<file path="src/rtl/pc_src_ctrl_pkg.sv">
// Shared PCSrc codes, instruction classes and trap FSM encoding for the next-PC sequencer.
package pc_ctrl_pkg;

    localparam logic [2:0] PC_SEQ    = 3'd0;
    localparam logic [2:0] PC_BRANCH = 3'd1;
    localparam logic [2:0] PC_JUMP   = 3'd2;
    localparam logic [2:0] PC_JR     = 3'd3;
    localparam logic [2:0] PC_ILLOP  = 3'd4;
    localparam logic [2:0] PC_XADR   = 3'd5;
    localparam logic [2:0] PC_HOLD   = 3'd6;

    localparam logic [2:0] OP_SEQ     = 3'd0;
    localparam logic [2:0] OP_BRANCH  = 3'd1;
    localparam logic [2:0] OP_JUMP    = 3'd2;
    localparam logic [2:0] OP_JR      = 3'd3;
    localparam logic [2:0] OP_ILLEGAL = 3'd4;

    typedef enum logic [1:0] {
        ST_RUN       = 2'd0,
        ST_TRAP_WAIT = 2'd1,
        ST_KERNEL    = 2'd2
    } state_t;

    // Classes 5..7 are unassigned encodings and trap like ILLEGAL.
    function automatic logic is_illegal(input logic [2:0] op);
        return op >= OP_ILLEGAL;
    endfunction

endpackage

</file>
<file path="src/rtl/pc_src_ctrl_if.sv">
// Decode-side bundle between the core and the next-PC sequencer.
interface pc_src_ctrl_if;
    logic       instr_valid;
    logic       stall;
    logic [2:0] op_class;
    logic       pc_31;
    logic       irq;
    logic [2:0] pc_src;
    logic       kill;
    logic       xp_we;
    logic       xp_sel;
    logic       irq_ack;
    logic       trap_err;
    logic [1:0] state;

    modport master (
        output instr_valid, stall, op_class, pc_31, irq,
        input  pc_src, kill, xp_we, xp_sel, irq_ack, trap_err, state
    );

    modport slave (
        input  instr_valid, stall, op_class, pc_31, irq,
        output pc_src, kill, xp_we, xp_sel, irq_ack, trap_err, state
    );
endinterface

</file>
<file path="src/rtl/pc_src_ctrl_trap_fsm.sv">
// Trap entry/exit tracker: RUN -> TRAP_WAIT -> KERNEL -> RUN, with a bounded wait for
// kernel mode to become visible and a sticky error when that wait expires.
module pc_trap_fsm
    import pc_ctrl_pkg::*;
#(
    parameter int WAIT_MAX = 3,
    parameter int CNT_W    = 4
) (
    input  logic   clk,
    input  logic   reset,
    input  logic   stall_i,
    input  logic   trap_i,
    input  logic   pc_31_i,
    output state_t state_o,
    output logic   irq_en_o,
    output logic   trap_err_o
);

    localparam logic [CNT_W-1:0] WAIT_LIM = CNT_W'(WAIT_MAX);

    state_t           state_q, state_d;
    logic [CNT_W-1:0] cnt_q, cnt_d;
    logic             err_q, err_d;

    always_ff @(posedge clk) begin
        if (!reset) begin
            state_q <= ST_RUN;
            cnt_q   <= '0;
            err_q   <= 1'b0;
        end else begin
            state_q <= state_d;
            cnt_q   <= cnt_d;
            err_q   <= err_d;
        end
    end

    always_comb begin
        state_d = state_q;
        cnt_d   = cnt_q;
        err_d   = err_q;
        if (!stall_i) begin
            if (trap_i) begin
                state_d = ST_TRAP_WAIT;
                cnt_d   = '0;
            end else begin
                case (state_q)
                    ST_RUN: ;
                    ST_TRAP_WAIT: begin
                        if (pc_31_i) begin
                            state_d = ST_KERNEL;
                            cnt_d   = '0;
                        end else begin
                            // Kernel bit never showed up: give up and flag it.
                            cnt_d = cnt_q + 1'b1;
                            if (cnt_d == WAIT_LIM) begin
                                state_d = ST_RUN;
                                err_d   = 1'b1;
                            end
                        end
                    end
                    ST_KERNEL: begin
                        if (!pc_31_i) state_d = ST_RUN;
                    end
                    default: state_d = ST_RUN;
                endcase
            end
        end
    end

    assign state_o    = state_q;
    assign irq_en_o   = (state_q == ST_RUN);
    assign trap_err_o = err_q;

endmodule

</file>
<file path="src/rtl/pc_src_ctrl.sv">
// Next-PC sequencer: pending-interrupt latch, output priority mux and trap FSM.
// Optional macro PC_IRQ_SYNC_EN inserts a two-flop synchronizer on irq.
module pc_src_ctrl
    import pc_ctrl_pkg::*;
#(
    parameter int WAIT_MAX = 3,
    parameter int CNT_W    = 4
) (
    input  logic           clk,
    input  logic           reset,
    pc_src_ctrl_if.slave   bus
);

    logic   irq_in;
    logic   irq_pend_q, irq_pend_d;
    logic   irq_en;
    logic   trap;
    logic   ack;
    state_t fsm_state;

`ifdef PC_IRQ_SYNC_EN
    logic irq_s1_q, irq_s2_q;

    always_ff @(posedge clk) begin
        if (!reset) begin
            irq_s1_q <= 1'b0;
            irq_s2_q <= 1'b0;
        end else begin
            irq_s1_q <= bus.irq;
            irq_s2_q <= irq_s1_q;
        end
    end

    assign irq_in = irq_s2_q;
`else
    assign irq_in = bus.irq;
`endif

    // A new request in the acknowledge cycle must not be lost.
    assign irq_pend_d = irq_in | (irq_pend_q & ~ack);

    always_ff @(posedge clk) begin
        if (!reset) irq_pend_q <= 1'b0;
        else        irq_pend_q <= irq_pend_d;
    end

    always_comb begin
        bus.pc_src = PC_SEQ;
        bus.kill   = 1'b0;
        bus.xp_we  = 1'b0;
        bus.xp_sel = 1'b0;
        ack        = 1'b0;
        trap       = 1'b0;
        if (!reset) begin
            bus.pc_src = PC_SEQ;
        end else if (bus.stall) begin
            bus.pc_src = PC_HOLD;
            bus.kill   = 1'b1;
        end else if (!bus.instr_valid) begin
            bus.pc_src = PC_SEQ;
        end else if (is_illegal(bus.op_class)) begin
            bus.pc_src = PC_ILLOP;
            bus.kill   = 1'b1;
            bus.xp_we  = 1'b1;
            trap       = 1'b1;
        end else if (irq_pend_q && irq_en && !bus.pc_31) begin
            // Interrupted instruction is re-executed on return, so save PC itself.
            bus.pc_src = PC_XADR;
            bus.kill   = 1'b1;
            bus.xp_we  = 1'b1;
            bus.xp_sel = 1'b1;
            ack        = 1'b1;
            trap       = 1'b1;
        end else begin
            bus.pc_src = bus.op_class;
        end
    end

    assign bus.irq_ack = ack;
    assign bus.state   = fsm_state;

    pc_trap_fsm #(
        .WAIT_MAX (WAIT_MAX),
        .CNT_W    (CNT_W)
    ) u_fsm (
        .clk        (clk),
        .reset      (reset),
        .stall_i    (bus.stall),
        .trap_i     (trap),
        .pc_31_i    (bus.pc_31),
        .state_o    (fsm_state),
        .irq_en_o   (irq_en),
        .trap_err_o (bus.trap_err)
    );

endmodule

</file>
<file path="src/flat_wrapper.sv">
// flat-port wrapper written by rule: the top's interface ports become plain ports
module pc_src_ctrl_flat import pc_ctrl_pkg::*;
#(
    parameter int WAIT_MAX = 3,
    parameter int CNT_W    = 4
)
  (clk, reset, bus_instr_valid, bus_stall, bus_op_class, bus_pc_31, bus_irq, bus_pc_src, bus_kill, bus_xp_we, bus_xp_sel, bus_irq_ack, bus_trap_err, bus_state);
  pc_src_ctrl_if bus_i ();
  input  logic clk;
  input  logic reset;
  input wire logic [$bits(bus_i.instr_valid)-1:0] bus_instr_valid;
  input wire logic [$bits(bus_i.stall)-1:0] bus_stall;
  input wire logic [$bits(bus_i.op_class)-1:0] bus_op_class;
  input wire logic [$bits(bus_i.pc_31)-1:0] bus_pc_31;
  input wire logic [$bits(bus_i.irq)-1:0] bus_irq;
  output wire logic [$bits(bus_i.pc_src)-1:0] bus_pc_src;
  output wire logic [$bits(bus_i.kill)-1:0] bus_kill;
  output wire logic [$bits(bus_i.xp_we)-1:0] bus_xp_we;
  output wire logic [$bits(bus_i.xp_sel)-1:0] bus_xp_sel;
  output wire logic [$bits(bus_i.irq_ack)-1:0] bus_irq_ack;
  output wire logic [$bits(bus_i.trap_err)-1:0] bus_trap_err;
  output wire logic [$bits(bus_i.state)-1:0] bus_state;
  assign bus_i.instr_valid = bus_instr_valid;
  assign bus_i.stall = bus_stall;
  assign bus_i.op_class = bus_op_class;
  assign bus_i.pc_31 = bus_pc_31;
  assign bus_i.irq = bus_irq;
  assign bus_pc_src = bus_i.pc_src;
  assign bus_kill = bus_i.kill;
  assign bus_xp_we = bus_i.xp_we;
  assign bus_xp_sel = bus_i.xp_sel;
  assign bus_irq_ack = bus_i.irq_ack;
  assign bus_trap_err = bus_i.trap_err;
  assign bus_state = bus_i.state;
  pc_src_ctrl #(.WAIT_MAX(WAIT_MAX), .CNT_W(CNT_W)) u_core (.clk(clk), .reset(reset), .bus(bus_i));
endmodule
</file>
<file path="config.mk">
export PLATFORM = sky130hd
export DESIGN_NAME = pc_src_ctrl_flat
export DESIGN_NICKNAME = d
export VERILOG_FILES = /design/src/rtl/pc_src_ctrl_pkg.sv /design/src/rtl/pc_src_ctrl_if.sv /design/src/rtl/pc_src_ctrl_trap_fsm.sv /design/src/rtl/pc_src_ctrl.sv /design/src/flat_wrapper.sv
export SDC_FILE = /design/constraint.sdc
export NUM_CORES = 1
export LEC_CHECK = 0
export BUFFER_PORTS_ARGS = -buffer_cell sky130_fd_sc_hd__buf_2
export CAP_MARGIN = 20
export CORE_AREA = 2 2 39 41
export CTS_BUF_LIST = sky130_fd_sc_hd__clkbuf_16
export CTS_CLUSTER_DIAMETER = 100
export DETAILED_ROUTE_END_ITERATION = 10
export DIE_AREA = 0 0 41 43
export GPL_TIMING_DRIVEN = 0
export PLACE_DENSITY = 0.73
export SYNTH_ARGS = -nofsm -noshare
export SYNTH_HDL_FRONTEND = slang
export SYNTH_SLANG_ARGS = --single-unit
</file>
<file path="constraint.sdc">
create_clock -name clk -period 1.7 [get_ports clk]
set_input_delay 0.17 -clock clk [delete_from_list [all_inputs] [get_ports clk]]
set_output_delay 0.17 -clock clk [all_outputs]
set_load 0.03 [all_outputs]
</file>
== Word level (Yosys, flattened, before mapping) ==
Cells that the tools add are included.

* Add/sub/neg operators: 1
* $lt $le $gt $ge: 1
* Equal/unequal tests: 6
* Muxes and demuxes: 24
* Bitwise operators: 6
* Reductions and logical operators: 8

{| class="wikitable"
|+ Operators with widths
! operator !! count
|-
| $mux 3 || 5
|-
| $mux 4 || 3
|-
| $mux 1 || 11
|-
| $mux 2 || 4
|-
| $pmux 2 s3 || 1
|-
| $reduce_and 5->1 || 1
|-
| $add 4x1->4 const B || 1
|-
| $eq 4x2->1 const B || 1
|-
| $ne 4x4->1 const B || 1
|-
| $not 1->1 || 4
|-
| $reduce_and 4->1 || 1
|-
| $ge 3x3->1 const B || 1
|-
| $ne 3x3->1 const B || 1
|-
| $eq 2x1->1 const B || 1
|-
| $eq 2x2->1 const B || 1
|-
| $logic_and 1x1->1 || 2
|-
| $logic_not 2->1 || 1
|-
| $ne 2x2->1 const B || 1
|-
| $reduce_and 2->1 || 1
|-
| $reduce_bool 2->1 || 1
|-
| $and 1x1->1 || 1
|-
| $logic_not 1->1 || 1
|-
| $or 1x1->1 || 1
|}

* Register bits after elaboration: 8
* Input bits: 9
* Output and inout port bits: 10
* Word-level logic and storage cells: 50

== Longest topological paths before layout ==
Gate-level depths: netlist of the first run.

* Depth after elaboration: 11
* Gate-level depth with buffers: 5
* Depth with buffers taken out: 5

== Cells and area by module ==
Synthesis of the first run repeated with hierarchy kept, for this count alone.

* Cell total of the unflattened synthesis: 72
* Area total of the unflattened synthesis: 589.3 um2

{| class="wikitable"
|+ By module, submodules not included
! module !! times used !! cells each !! area each (um2) !! sequential area each (um2)
|-
| pc_trap_fsm || 1 || 52 || 446.7 || 140.1
|-
| pc_src_ctrl || 1 || 20 || 142.6 || 20.0
|}

== Worst setup path before layout of the first run ==
OpenSTA, ideal clock, no wires.

* Path type: reg-to-output
* From: register u_core.u_fsm.state_q[0] (netlist: u_core.u_fsm.state_o[0])
* To: output port bus_pc_src[0]
* Arrival: 1.788 ns
* Required time: 1.530 ns
* Slack: -0.258 ns
* Cell stages (with the launch flop): 4
* Path buffers: 0
* Cell sequence: dfxtp_1 nor4b_4 nor2_1 nor4_1

* Longest elaborated chain between the ends: 8

{| class="wikitable"
|+ Ends and longest elaborated chain
! item !! line !! RTL
|-
| from (decl) || pc_src_ctrl_trap_fsm.sv:21 || <nowiki>state_t state_q, state_d;</nowiki>
|-
| from (signal assigned) || pc_src_ctrl_trap_fsm.sv:31 || <nowiki>state_q <= state_d;</nowiki>
|-
| $logic_not 2->1 || pc_src_ctrl_trap_fsm.sv:71 || <nowiki>assign irq_en_o = (state_q == ST_RUN);</nowiki>
|-
| $logic_and 1x1->1 (2 in a row) || pc_src_ctrl.sv:66 || <nowiki>end else if (irq_pend_q && irq_en && !bus.pc_31) begin</nowiki>
|-
| $mux 3 || pc_src_ctrl.sv:66 ||
|-
| $mux 3 || pc_src_ctrl.sv:61 || <nowiki>end else if (is_illegal(bus.op_class)) begin</nowiki>
|-
| $mux 3 || pc_src_ctrl.sv:59 || <nowiki>end else if (!bus.instr_valid) begin</nowiki>
|-
| $mux 3 || pc_src_ctrl.sv:56 || <nowiki>end else if (bus.stall) begin</nowiki>
|-
| $mux 3 || pc_src_ctrl.sv:54 || <nowiki>if (!reset) begin</nowiki>
|-
| to (decl) || flat_wrapper.sv:16 || <nowiki>output wire logic [$bits(bus_i.pc_src)-1:0] bus_pc_src;</nowiki>
|}

Every way passes these cells.

== Worst setup path after layout of the first run ==
* From: register u_core.u_fsm.state_q[1] (netlist: u_core.u_fsm.state_o[1])
* To: output port bus_xp_we

* Longest elaborated chain between the ends: 8

{| class="wikitable"
|+ Ends and longest elaborated chain
! item !! line !! RTL
|-
| $logic_not 2->1 || pc_src_ctrl_trap_fsm.sv:71 ||
|-
| $logic_and 1x1->1 (2 in a row) || pc_src_ctrl.sv:66 ||
|-
| $mux 1 || pc_src_ctrl.sv:66 ||
|-
| $mux 1 || pc_src_ctrl.sv:61 ||
|-
| $mux 1 || pc_src_ctrl.sv:59 ||
|-
| $mux 1 || pc_src_ctrl.sv:56 ||
|-
| $mux 1 || pc_src_ctrl.sv:54 ||
|-
| to (decl) || flat_wrapper.sv:18 || <nowiki>output wire logic [$bits(bus_i.xp_we)-1:0] bus_xp_we;</nowiki>
|}

Every way passes these cells.

==> results of run 1 <==
-- layer usage --
layer / track usage / share of wire / vias up
li1: - / - / 288
met1: 0.184 / 0.40 / 265
met2: 0.300 / 0.50 / 26
met3: 0.0314 / 0.071 / 7
met4: 0.0733 / 0.021 / 0
met5: 0 / 0 / -
-- what timing repair did --
item | CTS | global route
pin swaps | 1 | 2
setup endpoints to repair | 1 | 4
buffers inserted | 1 | 0
endpoints found under the hold margin | 0 | 0
gates resized for setup | 0 | 9
-- cell type report --
cell class / instances / area (um^2) / area share
repair buffers: 19 / 108 / 0.140
well taps: 16 / 20.0 / 0.0260
plain buffers: 3 / 15.0 / 0.0195
clock buffers: 3 / 75.1 / 0.0976
inverters: 4 / 15.0 / 0.0195
multi-input cells: 52 / 375 / 0.488
flip-flops and latches: 8 / 161 / 0.210
-- registers in the layout, summed over array words and instances (netlist names) --
register / count
u_core.u_fsm.cnt_q: 4
u_core.u_fsm.state_o: 2
u_core.irq_pend_q: 1
u_core.u_fsm.trap_err_o: 1
-- path summary, 6_finish.rpt --
| kind | to | cells past startpoint |
|---|---|---|
| max | bus_xp_we | 5 |
| max reg2reg | u_core.u_fsm.state_o[0] | 4 |
| min | u_core.irq_pend_q | 3 |
| min reg2reg | u_core.u_fsm.trap_err_o | 2 |
-- worst max-delay path: stages (launching register included) --
cell and delay, ns:
dfxtp_2 0.34, nor4b_4 0.28, buf_4 0.18, o21ai_4 0.07, nor3_2 0.14, buf_4 0.19
-- per-stage QoR --
step	setup slack, ns	cells	total power, W
6_report	0.0981	105	0.000701
5_1_grt	0.00316	105	0.000731
4_1_cts	0.0232	105	0.000701
3_5_place_dp	0.201	101	0.000297
3_3_place_gp	0.225	101	0.000295
2_1_floorplan	0.0100	67	0.000264
-- cell usage after synthesis (2+ instances only) --
master,n,area [um^2]
a21oi_1,5,25.0
nand3_1,5,25.0
o21ai_0,5,25.0
dfxtp_1,8,160
nor3_1,2,10.0
nand2b_1,3,18.8
inv_1,4,15.0
ha_1,2,25.0
o22ai_1,2,12.5
a21boi_1,2,15.0
clkbuf_1,2,7.51
nor4b_4,2,47.6
nand2_1,6,22.5
nor2_1,4,15.0
-- power breakdown --
group          total [W]  leakage (nW)  internal, W  switching (W)
registers       0.000200        0.0655     0.000193     0.00000633
clock network   0.000399        0.0370     0.000304      0.0000957
logic           0.000102         0.222    0.0000393      0.0000622
total           0.000701         0.325     0.000536       0.000164
-- kinds of logic after synthesis --
group,after synthesis,share of synthesized area
flip-flops,8,0.290
buffers and inverters,7,0.0544
AND/OR/NAND/NOR,29,0.356
XOR/XNOR,1,0.0159
AO/OA/AOI/OAI,20,0.238
adder cells (fa/ha/maj),2,0.0453
==> impl_table.tex, run 1 <==
\begin{tabular}{lr}
\hline
Metric & Value \\
\hline
\multicolumn{2}{l}{\textbf{Outcome}} \\
\quad Status & finished, final reports clean \\
\multicolumn{2}{l}{\textbf{Timing}} \\
\quad Setup-failing EPs final & 0 \\
\quad Worst slew margin relative to its limit & 0.711 \\
\quad Achievable Freq & between 600 and 700 MHz \\
\quad Actual slew at the worst max-slew pin & between 0.4 and 0.5 ns \\
\quad Shortest clock period the worst path allows after layout & between 1.5 and 2 ns \\
\quad Slew Viols, Final & 0 \\
\quad Aggregate negative setup slack & 0 ns \\
\quad Crit share post-route & 0.942 \\
\quad Unrepaired setup endpoints after global routing & no \\
\quad Clk\_skew & 0.000377 ns \\
\quad Hold Worst Slack & about 0.18 ns \\
\quad Final hold vios & 0 \\
\multicolumn{2}{l}{\textbf{Floorplanning}} \\
\quad Total number of placement rows & 14 \\
\quad Number of placed I/O pins & 19 \\
\quad Area enclosed by the die boundary & roughly 1800 um\^{}2 \\
\quad Area of the core region & 1380 um\^{}2 \\
\quad Die span in x & roughly 41 um \\
\quad Initial core utilization & 0.399 \\
\quad Vertical die dimension & about 43 um \\
\multicolumn{2}{l}{\textbf{Worst setup path}} \\
\quad Crit. End Element & primary output \\
\quad Worst path required time & 1.53 ns \\
\quad Worst setup path start & u\_core.u\_fsm.state\_o[1] \\
\quad Worst-path fanout max & 5 \\
\quad Category of the worst setup path launch point & flop \\
\quad Worst EP arrival & 1.43 ns \\
\quad Category of the critical setup timing path & flop to primary output \\
\quad Launch point of the worst reg-to-reg path & u\_core.u\_fsm.cnt\_q[0] \\
\quad R2r setup slk & about 0.18 ns \\
\multicolumn{2}{l}{\textbf{Min path}} \\
\quad Hold path start & bus\_irq \\
\quad Hold crit path type & primary input to flop \\
\multicolumn{2}{l}{\textbf{CTS}} \\
\quad Clock tree from TritonCTS & built \\
\quad Count of H-tree levels built during CTS & 1 \\
\quad CTS hold repair buffers & 0 \\
\quad Clock tree sinks & 8 \\
\quad Clock transition at the register clock pins on the worst setup and hold paths after CTS & about 0.04 ns \\
\quad Latest clock arrival within the worst-skew pair & 0.23 ns \\
\quad Clock Root Buffer & clkbuf\_16 \\
\quad Clock Tree Buf Depth & 2 \\
\quad Cts bufs inserted & 3 \\
\multicolumn{2}{l}{\textbf{Synth}} \\
\quad Flip-flop and latch count after synthesis & 8 \\
\quad Post-synth design cell area & approximately 550 um\^{}2 \\
\quad Syn avg cell area & 8.24 um\^{}2 \\
\quad Sequential share of the synthesized area & 0.290 \\
\quad Count of synthesis-stage warnings from yosys & 0 \\
\quad Number of instances in the synthesized netlist & 67 \\
\quad Ys flop type & dfxtp\_1 \\
\quad Number of enable flip-flop cells after synthesis & 0 \\
\quad Async set or reset register ratio after synthesis & 0 \\
\quad Synth Net Count & 78 \\
\quad Number of distinct standard cells referenced by the synthesized netlist & 29 \\
\multicolumn{2}{l}{\textbf{Global routing}} \\
\quad Gr usage total & 0.171 \\
\quad GR Overflow Total & 0 \\
\quad Via count of the first global-routing pass & approximately 500 \\
\quad Global-route wire length before repair & $\sim$2100 um \\
\quad Initial antenna violation count & 0 \\
\quad Pin count of the biggest net entering global routing & 11 \\
\multicolumn{2}{l}{\textbf{Placement}} \\
\quad DP HPWL & between 1000 and 1500 um \\
\quad Gpl congestion & 0.694 \\
\quad Count of input and output buffers & 18 \\
\quad Post-placement cell area & about 670 um\^{}2 \\
\multicolumn{2}{l}{\textbf{Cells and area}} \\
\quad Area delta synth->final & 39.5\% \\
\quad Commonest non-fill, non-tap cell in the layout & buf\_2 \\
\quad Finished Core Util & 0.556 \\
\quad Top library cells by usage in the layout, fill and taps aside & buf\_2, dfxtp\_1, nand2\_1, buf\_4 \\
\quad Post-Layout Inst Area & a little under 800 um\^{}2 \\
\quad Final-stage net count & approximately 100 \\
\quad Antenna diode count & 0 \\
\quad Ratio of cells with drive above 1 in the final layout & 0.348 \\
\quad Fill cell instance count of the final layout & between 100 and 150 \\
\multicolumn{2}{l}{\textbf{Power}} \\
\quad Leak pwr & $\sim$0.32 nW \\
\quad Max VDD drop & about 520 uV \\
\quad Power density over the cells & slightly above 900 nW/um\^{}2 \\
\multicolumn{2}{l}{\textbf{Routing}} \\
\quad Number of nets with antenna violations after detailed routing & 0 \\
\quad Initial DRT Pass Iterations & 4 \\
\quad Mean number of vias per cell & about 5.6 \\
\quad Starting DRC count in detailed routing & 11 \\
\quad Routed wire length & around 1400 um \\
\quad DRC & 0 \\
\quad Per-cell routed wire length & 13.7 um \\
\quad Detailed-route via count & 586 \\
\multicolumn{2}{l}{\textbf{Run}} \\
\quad Max-cap viol count & 0 \\
\hline
\end{tabular}
(Power assumes the default switching activity.)
==> inputs of run 2 (changes only) <==
--- a/config.mk
+++ b/config.mk
@@ -6,4 +6,5 @@
 export NUM_CORES = 1
 export LEC_CHECK = 0
+export ABC_AREA = 1
 export BUFFER_PORTS_ARGS = -buffer_cell sky130_fd_sc_hd__buf_2
 export CAP_MARGIN = 20
@@ -14,5 +15,5 @@
 export DIE_AREA = 0 0 41 43
 export GPL_TIMING_DRIVEN = 0
-export PLACE_DENSITY = 0.73
+export PLACE_DENSITY = 0.74
 export SYNTH_ARGS = -nofsm -noshare
 export SYNTH_HDL_FRONTEND = slang
==> constraint.sdc (replaced) <==
create_clock -name clk -period 1.7 [get_ports clk]
set_input_delay 0.255 -clock clk [delete_from_list [all_inputs] [get_ports clk]]
set_output_delay 0.255 -clock clk [all_outputs]
set_load 0.03 [all_outputs]
==> run 2 against run 1 <==
Sequential power about the same. Register-to-register slack improved by 0.14 ns. Synthesized area increased by 2.3%. Worst setup slack improved by 0.057 ns. Synthesized cell count increased by 21%. Sequential share of layout area increased by 0.32 points. Critical path depth increased by 1. First-iteration DRC count decreased by 36%. Clock skew about the same. Core utilization decreased by 1.3 points. Design area decreased by 2.3%. Via count decreased by 4.6%.
==> impl_table.tex, run 2 <==
\begin{tabular}{lr}
\hline
Metric & Value \\
\hline
\multicolumn{2}{l}{\textbf{Routing}} \\
\quad Routed wire length & 1170 um (was 1440 um) \\
\quad DRC & 0 (unchanged) \\
\quad Detailed-route via count & 559 (was 586) \\
\quad Per-cell routed wire length & 9.90 um (was 13.7 um) \\
\quad Initial DRT Pass Iterations & 4 (unchanged) \\
\quad Number of nets with antenna violations after detailed routing & 0 (unchanged) \\
\quad Mean number of vias per cell & 4.74 (was 5.58) \\
\quad Starting DRC count in detailed routing & 7 (was 11) \\
\multicolumn{2}{l}{\textbf{Synth}} \\
\quad Post-synth design cell area & 564 um\^{}2 (was 552 um\^{}2) \\
\quad Most common cell in the synthesized netlist & nand2\_1 (was dfxtp\_1) \\
\quad Async set or reset register ratio after synthesis & 0 (unchanged) \\
\quad Syn avg cell area & 6.97 um\^{}2 (was 8.24 um\^{}2) \\
\quad Flip-flop and latch count after synthesis & 8 (unchanged) \\
\quad Number of distinct standard cells referenced by the synthesized netlist & 20 (was 29) \\
\quad List of most frequent post-synthesis cells & nand2\_1, inv\_1, a21oi\_1, dfxtp\_1, nor2\_1 (was dfxtp\_1, nand2\_1, a21oi\_1, nand3\_1, o21ai\_0) \\
\quad Sequential share of the synthesized area & 0.284 (was 0.290) \\
\quad Synth Net Count & 92 (was 78) \\
\quad Number of enable flip-flop cells after synthesis & 0 (unchanged) \\
\quad Yosys top cell area share & 0.284 (was 0.290) \\
\quad Number of instances in the synthesized netlist & 81 (was 67) \\
\quad Cell type with the largest total area after synthesis & dfxtp\_1 (unchanged) \\
\quad Cell types occupying the most area after synthesis & dfxtp\_1, nand2\_1, a21oi\_1 (was dfxtp\_1, nor4b\_4, a21oi\_1) \\
\quad Ys flop type & dfxtp\_1 (unchanged) \\
\quad Count of synthesis-stage warnings from yosys & 0 (unchanged) \\
\multicolumn{2}{l}{\textbf{Cells and area}} \\
\quad Register ranked first by flip-flop count & u\_core.u\_fsm.cnt\_q (unchanged) \\
\quad Finished Core Util & 0.543 (was 0.556) \\
\quad Commonest non-fill, non-tap cell in the layout & buf\_2 (unchanged) \\
\quad Ratio of cells with drive above 1 in the final layout & 0.373 (was 0.348) \\
\quad Final-stage net count & 115 (was 102) \\
\quad Area delta synth->final & 33.3\% (was 39.5\%) \\
\quad Fill cell instance count of the final layout & 136 (was 130) \\
\quad Flip-flop count of the largest register after layout & 4 (unchanged) \\
\quad Top library cells by usage in the layout, fill and taps aside & buf\_2, nand2\_1, inv\_1 (was buf\_2, dfxtp\_1, nand2\_1, buf\_4) \\
\quad Antenna diode count & 0 (unchanged) \\
\multicolumn{2}{l}{\textbf{Timing}} \\
\quad Achievable Freq & 647 MHz (was 624 MHz) \\
\quad Shortest clock period the worst path allows after layout & 1.55 ns (was 1.60 ns) \\
\quad Clk\_skew & 0.000152 ns (was 0.000377 ns) \\
\quad Slew Viols, Final & 0 (unchanged) \\
\quad Worst slew margin relative to its limit & 0.856 (was 0.711) \\
\quad Aggregate negative setup slack & 0 ns (unchanged) \\
\quad Crit share post-route & 0.909 (was 0.942) \\
\quad Unrepaired setup endpoints after global routing & no (unchanged) \\
\quad Setup-failing EPs final & 0 (unchanged) \\
\quad Actual slew at the worst max-slew pin & 0.215 ns (was 0.433 ns) \\
\quad Final hold vios & 0 (unchanged) \\
\multicolumn{2}{l}{\textbf{Global routing}} \\
\quad Global-route wire length before repair & 2040 um (was 2070 um) \\
\quad Initial antenna violation count & 0 (unchanged) \\
\quad Gr usage total & 0.170 (was 0.171) \\
\quad Via count of the first global-routing pass & 513 (was 504) \\
\quad Pin count of the biggest net entering global routing & 10 (was 11) \\
\quad GR Overflow Total & 0 (unchanged) \\
\multicolumn{2}{l}{\textbf{Worst setup path}} \\
\quad Worst EP arrival & 1.29 ns (was 1.43 ns) \\
\quad Category of the critical setup timing path & flop to primary output (unchanged) \\
\quad Critical R2R Capture & u\_core.u\_fsm.state\_o[1] (was u\_core.u\_fsm.state\_o[0]) \\
\quad Worst-path fanout max & 5 (unchanged) \\
\quad Worst path required time & 1.44 ns (was 1.53 ns) \\
\quad Launch point of the worst reg-to-reg path & u\_core.u\_fsm.cnt\_q[0] (unchanged) \\
\quad Length in cells of the worst reg-to-reg path & 10 (was 4) \\
\quad Category of the worst setup path launch point & flop (unchanged) \\
\quad R2r setup slk & 0.32 ns (was 0.18 ns) \\
\quad Crit. End Element & primary output (unchanged) \\
\multicolumn{2}{l}{\textbf{CTS}} \\
\quad Resized Gates After CTS & 0 (unchanged) \\
\quad Latest clock arrival within the worst-skew pair & 0.23 ns (about the same) \\
\quad CTS hold repair buffers & 0 (unchanged) \\
\quad Count of H-tree levels built during CTS & 1 (unchanged) \\
\quad Post-CTS repair timing setup buffer count & 0 (was 1) \\
\quad Cts bufs inserted & 3 (unchanged) \\
\quad Clock transition at the register clock pins on the worst setup and hold paths after CTS & 0.04 ns (about the same) \\
\quad Clock Root Buffer & clkbuf\_16 (unchanged) \\
\quad Clock tree sinks & 8 (unchanged) \\
\quad Clock Tree Buf Depth & 2 (unchanged) \\
\quad Clock tree from TritonCTS & built (unchanged) \\
\multicolumn{2}{l}{\textbf{Power}} \\
\quad Max VDD drop & 605 uV (was 520 uV) \\
\quad Power density over the cells & 930 nW/um\^{}2 (was 911 nW/um\^{}2) \\
\quad Leak pwr & 0.369 nW (was 0.325 nW) \\
\quad Power consumption & 0.000699 W (was 0.000701 W) \\
\multicolumn{2}{l}{\textbf{Placement}} \\
\quad Gpl congestion & 0.747 (was 0.694) \\
\quad Count of input and output buffers & 18 (unchanged) \\
\quad DP HPWL & 881 um (was 1000 um) \\
\multicolumn{2}{l}{\textbf{Floorplanning}} \\
\quad Number of placed I/O pins & 19 (unchanged) \\
\quad Total number of placement rows & 14 (unchanged) \\
\quad Area enclosed by the die boundary & 1760 um\^{}2 (unchanged) \\
\quad Vertical die dimension & 43 um (unchanged) \\
\quad Area of the core region & 1380 um\^{}2 (unchanged) \\
\quad Die span in x & 41 um (unchanged) \\
\quad Initial core utilization & 0.408 (was 0.399) \\
\multicolumn{2}{l}{\textbf{Outcome}} \\
\quad Status & finished, final reports clean (unchanged) \\
\multicolumn{2}{l}{\textbf{Min path}} \\
\quad End point of the most critical hold path & u\_core.irq\_pend\_q (unchanged) \\
\quad Cell depth of the worst min-delay path & 3 (unchanged) \\
\quad Hold path start & bus\_irq (unchanged) \\
\quad Hold crit path type & primary input to flop (unchanged) \\
\multicolumn{2}{l}{\textbf{Run}} \\
\quad Max-cap viol count & 0 (unchanged) \\
\hline
\end{tabular}
-- run 2: how the worst max path moves through the flow --
stage                       startpoint  slack (ns)  depth (start not counted)             to
5_1_grt        u_core.u_fsm.state_o[0]        0.04                          6  bus_pc_src[2]
4_1_cts        u_core.u_fsm.state_o[0]        0.16                          6  bus_pc_src[2]
2_1_floorplan  u_core.u_fsm.state_o[0]        0.13                          4  bus_pc_src[1]
3_5_place_dp                     reset        0.30                          7     bus_xp_sel
6_report       u_core.u_fsm.state_o[0]        0.15                          6  bus_pc_src[2]
3_3_place_gp                     reset        0.31                          7     bus_xp_sel
-- run 2: worst max-delay path: stages (launching register included) --
cell     delay [ns]
dfxtp_1        0.34
nor2_2         0.16
nand2_4        0.09
nand2_4        0.07
nand2_1        0.06
a21oi_1        0.12
buf_2          0.21
-- run 2: layout make-up --
class	instances	area (um^2)	share of cell area
Multi-Input combinational cell	57	343	0.456
Sequential cell	8	160	0.213
Timing Repair Buffer	18	90.1	0.120
Clock buffer	3	75.1	0.0998
Inverter	15	56.3	0.0749
Tap cell	16	20.0	0.0266
Buffer	1	7.51	0.00998
-- run 2: layer usage --
metal / global-route usage / vias to the layer above / routed length (um)
met2: 0.228 / 15 / 560
met1: 0.221 / 238 / 506
li1: - / 300 / -
met5: 0 / - / 0
met3: 0.0524 / 6 / 51
met4: 0.120 / 0 / 48
-- run 2: power by group --
group / internal, W / switching (W) / total [W] / leakage [nW]
Sequential: 0.000195 / 0.00000654 / 0.000201 / 0.0651
Combinational: 0.0000349 / 0.0000711 / 0.000106 / 0.267
Clock: 0.000303 / 0.0000891 / 0.000392 / 0.0370
-- run 2: kinds of logic (layout without fill, tap and decap cells) --
| group | count (synthesis) | in the layout | synth area share |
|---|---|---|---|
| AO/OA/AOI/OAI | 13 | 13 | 0.137 |
| adder cells (fa/ha/maj) | 2 | 2 | 0.0443 |
| buffers and inverters | 16 | 37 | 0.113 |
| flip-flops | 8 | 8 | 0.284 |
| AND/OR/NAND/NOR | 42 | 42 | 0.421 |
-- run 2: metrics by stage --
stage	std cells	cell area [um^2]	hold slack [ns]	setup WS (ns)
2_1_floorplan	81	567	0.373	0.127
3_3_place_gp	115	677	0.449	0.306
3_5_place_dp	115	677	0.456	0.295
4_1_cts	118	752	0.239	0.163
5_1_grt	118	752	0.238	0.0423
6_report	118	752	0.236	0.155
==> inputs of run 3 (changes only) <==
CTS_CLUSTER_SIZE = 10   (was default)
clock period = 1.9 ns   (was 1.7 ns; I/O delays follow)
==> run 3 against run 2 <==
Sequential share of layout area increased by 0.071 points. Die area stayed put. Via count up 0.18%. Worst hold slack gained 0.031 ns. Clock-buffer cell count unchanged. Non-clock buffer count unchanged. Sequential power shrank 10%. Critical path type unchanged. Critical endpoint is now bus_xp_sel. Highest routed layer is now met3.
==> impl_table.tex, run 3 (same netlist as run 2, synthesis figures left out) <==
\begin{tabular}{lr}
\hline
Metric & Value \\
\hline
\multicolumn{2}{l}{\textbf{Outcome}} \\
\quad Status & finished, final reports clean (unchanged) \\
\multicolumn{2}{l}{\textbf{Cells and area}} \\
\quad Area delta synth->final & 32.8\% (was 33.3\%) \\
\quad Top library cells by usage in the layout, fill and taps aside & buf\_2, nand2\_1, inv\_1 (unchanged) \\
\quad Commonest non-fill, non-tap cell in the layout & buf\_2 (unchanged) \\
\quad Finished Core Util & 0.542 (was 0.543) \\
\quad Antenna diode count & 0 (unchanged) \\
\quad Flip-flop count of the largest register after layout & 4 (unchanged) \\
\quad Final-stage net count & 115 (unchanged) \\
\quad Ratio of cells with drive above 1 in the final layout & 0.363 (was 0.373) \\
\quad Register ranked first by flip-flop count & u\_core.u\_fsm.cnt\_q (unchanged) \\
\multicolumn{2}{l}{\textbf{Timing}} \\
\quad Final Worst Setup Slack & 0.302 ns (was 0.155 ns) \\
\quad Clk\_skew & 0.000780 ns (was 0.000152 ns) \\
\quad Unrepaired setup endpoints after global routing & no (unchanged) \\
\quad Worst slew margin relative to its limit & 0.857 (was 0.856) \\
\quad Achievable Freq & around 630 MHz \\
\quad Actual slew at the worst max-slew pin & 0.214 ns (was 0.215 ns) \\
\quad Crit share post-route & 0.841 \\
\quad Setup-failing EPs final & 0 (unchanged) \\
\quad Final hold vios & 0 (unchanged) \\
\quad Aggregate negative setup slack & 0 ns (unchanged) \\
\quad Slew Viols, Final & 0 (unchanged) \\
\quad Hold Worst Slack & 0.267 ns (was 0.236 ns) \\
\quad Shortest clock period the worst path allows after layout & $\sim$1.6 ns \\
\multicolumn{2}{l}{\textbf{Floorplanning}} \\
\quad Die span in x & 41 um (unchanged) \\
\quad Total number of placement rows & 14 (unchanged) \\
\quad Vertical die dimension & 43 um (unchanged) \\
\quad Area enclosed by the die boundary & 1760 um\^{}2 (unchanged) \\
\quad Number of placed I/O pins & 19 (unchanged) \\
\quad Initial core utilization & 0.408 (unchanged) \\
\quad Area of the core region & 1380 um\^{}2 (unchanged) \\
\multicolumn{2}{l}{\textbf{Routing}} \\
\quad Per-cell routed wire length & 9.36 um (was 9.90 um) \\
\quad Starting DRC count in detailed routing & 7 (unchanged) \\
\quad Detailed-route via count & 560 (was 559) \\
\quad DRC & 0 (unchanged) \\
\quad Mean number of vias per cell & 4.75 (was 4.74) \\
\quad Number of nets with antenna violations after detailed routing & 0 (unchanged) \\
\quad Routed wire length & 1110 um (was 1170 um) \\
\quad Initial DRT Pass Iterations & 5 (was 4) \\
\multicolumn{2}{l}{\textbf{Global routing}} \\
\quad Global-route wire length before repair & 1930 um (was 2040 um) \\
\quad Gr usage total & 0.162 (was 0.170) \\
\quad GR Overflow Total & 0 (unchanged) \\
\quad Initial antenna violation count & 0 (unchanged) \\
\quad Via count of the first global-routing pass & 529 (was 513) \\
\quad Pin count of the biggest net entering global routing & 10 (unchanged) \\
\multicolumn{2}{l}{\textbf{CTS}} \\
\quad Post-CTS repair timing setup buffer count & 0 (unchanged) \\
\quad CTS hold repair buffers & 0 (unchanged) \\
\quad Count of H-tree levels built during CTS & 1 (unchanged) \\
\quad Resized Gates After CTS & 0 (unchanged) \\
\quad Latest clock arrival within the worst-skew pair & 0.23 ns (about the same) \\
\quad Clock Root Buffer & clkbuf\_16 (unchanged) \\
\quad Clock tree sinks & 8 (unchanged) \\
\quad Clock Tree Buf Depth & 2 (unchanged) \\
\quad Clock tree from TritonCTS & built (unchanged) \\
\quad Cts bufs inserted & 3 (unchanged) \\
\quad Clock transition at the register clock pins on the worst setup and hold paths after CTS & 0.04 ns (about the same) \\
\multicolumn{2}{l}{\textbf{Placement}} \\
\quad Count of input and output buffers & 18 (unchanged) \\
\quad Worst slack at placement & 0.392 ns (was 0.295 ns) \\
\quad Gpl congestion & 0.825 (was 0.747) \\
\quad DP HPWL & 868 um (was 881 um) \\
\multicolumn{2}{l}{\textbf{Power}} \\
\quad Proportion of total power due to net switching & 0.235 (was 0.238) \\
\quad Sequential group share of total power & 0.290 (was 0.288) \\
\quad Net switching power of the design & 0.000146 W (was 0.000167 W) \\
\quad Clock group share of total power & 0.559 (was 0.560) \\
\quad Power density over the cells & 830 nW/um\^{}2 (was 930 nW/um\^{}2) \\
\quad Max VDD drop & 518 uV (was 605 uV) \\
\quad Leak pwr & 0.369 nW (about the same) \\
\quad Cell Int Power & 0.000476 W (was 0.000533 W) \\
\quad Share of total power in combinational logic & 0.151 (was 0.152) \\
\multicolumn{2}{l}{\textbf{Worst setup path}} \\
\quad Crit. End Element & primary output (unchanged) \\
\quad Worst EP arrival & 1.31 ns (was 1.29 ns) \\
\quad R2r setup slk & 0.50 ns (was 0.32 ns) \\
\quad Category of the worst setup path launch point & flop (unchanged) \\
\quad Worst path required time & 1.62 ns (was 1.44 ns) \\
\quad Worst-path fanout max & 5 (unchanged) \\
\quad Category of the critical setup timing path & flop to primary output (unchanged) \\
\multicolumn{2}{l}{\textbf{Run}} \\
\quad Max-cap viol count & 0 (unchanged) \\
\multicolumn{2}{l}{\textbf{Min path}} \\
\quad Hold crit path type & primary input to flop (unchanged) \\
\hline
\end{tabular}
-- run 3: final timing paths --
path / startpoint / end / depth (start not counted)
max reg2reg: u_core.u_fsm.cnt_q[0] / u_core.u_fsm.state_o[1] / 10
max: u_core.u_fsm.state_o[0] / bus_xp_sel / 5
min: bus_irq / u_core.irq_pend_q / 3
min reg2reg: u_core.u_fsm.trap_err_o / u_core.u_fsm.trap_err_o / 1
-- run 3: worst max-delay path, cell delays in order, from the launching register on --
cell and delay, ns:
dfxtp_1 0.34, nor2_2 0.17, nand2_4 0.08, nor2_1 0.18, buf_4 0.13, buf_2 0.18
-- run 3: routing by layer --
| metal | share of wire | up-vias | wire, um | GRT usage |
|---|---|---|---|---|
| li1 | - | 301 | - | - |
| met1 | 0.45 | 246 | 499 | 0.191 |
| met2 | 0.51 | 13 | 564 | 0.244 |
| met3 | 0.037 | 0 | 41 | 0.0314 |
| met4 | 0 | 0 | 0 | 0.120 |
| met5 | 0 | - | 0 | 0 |
-- run 3: cell type report --
type | count | area [um^2]
Clock buffer | 3 | 75.1
Tap cell | 16 | 20.0
Buffer | 1 | 7.51
Timing Repair Buffer | 18 | 90.1
Multi-Input combinational cell | 57 | 340
Sequential cell | 8 | 160
Inverter | 15 | 56.3
Fill cell | 147 | 634
-- run 3: power by group through the flow --
stage	registers (W)	logic [W]	clock network, W
after floorplan	0.000188	0.0000607	0
after global placement	0.000182	0.0000924	0
after detailed placement	0.000183	0.0000942	0
after CTS	0.000180	0.0000946	0.000357
after global routing	0.000181	0.000105	0.000362
final	0.000180	0.0000942	0.000348
-- run 3: stage by stage --
| step | instances | total power [W] | cell area, um^2 |
|---|---|---|---|
| after detailed placement | 115 | 0.000277 | 674 |
| final | 118 | 0.000622 | 749 |
| after floorplan | 81 | 0.000249 | 564 |
| after global routing | 118 | 0.000648 | 749 |
| after global placement | 115 | 0.000275 | 674 |
| after CTS | 118 | 0.000632 | 749 |
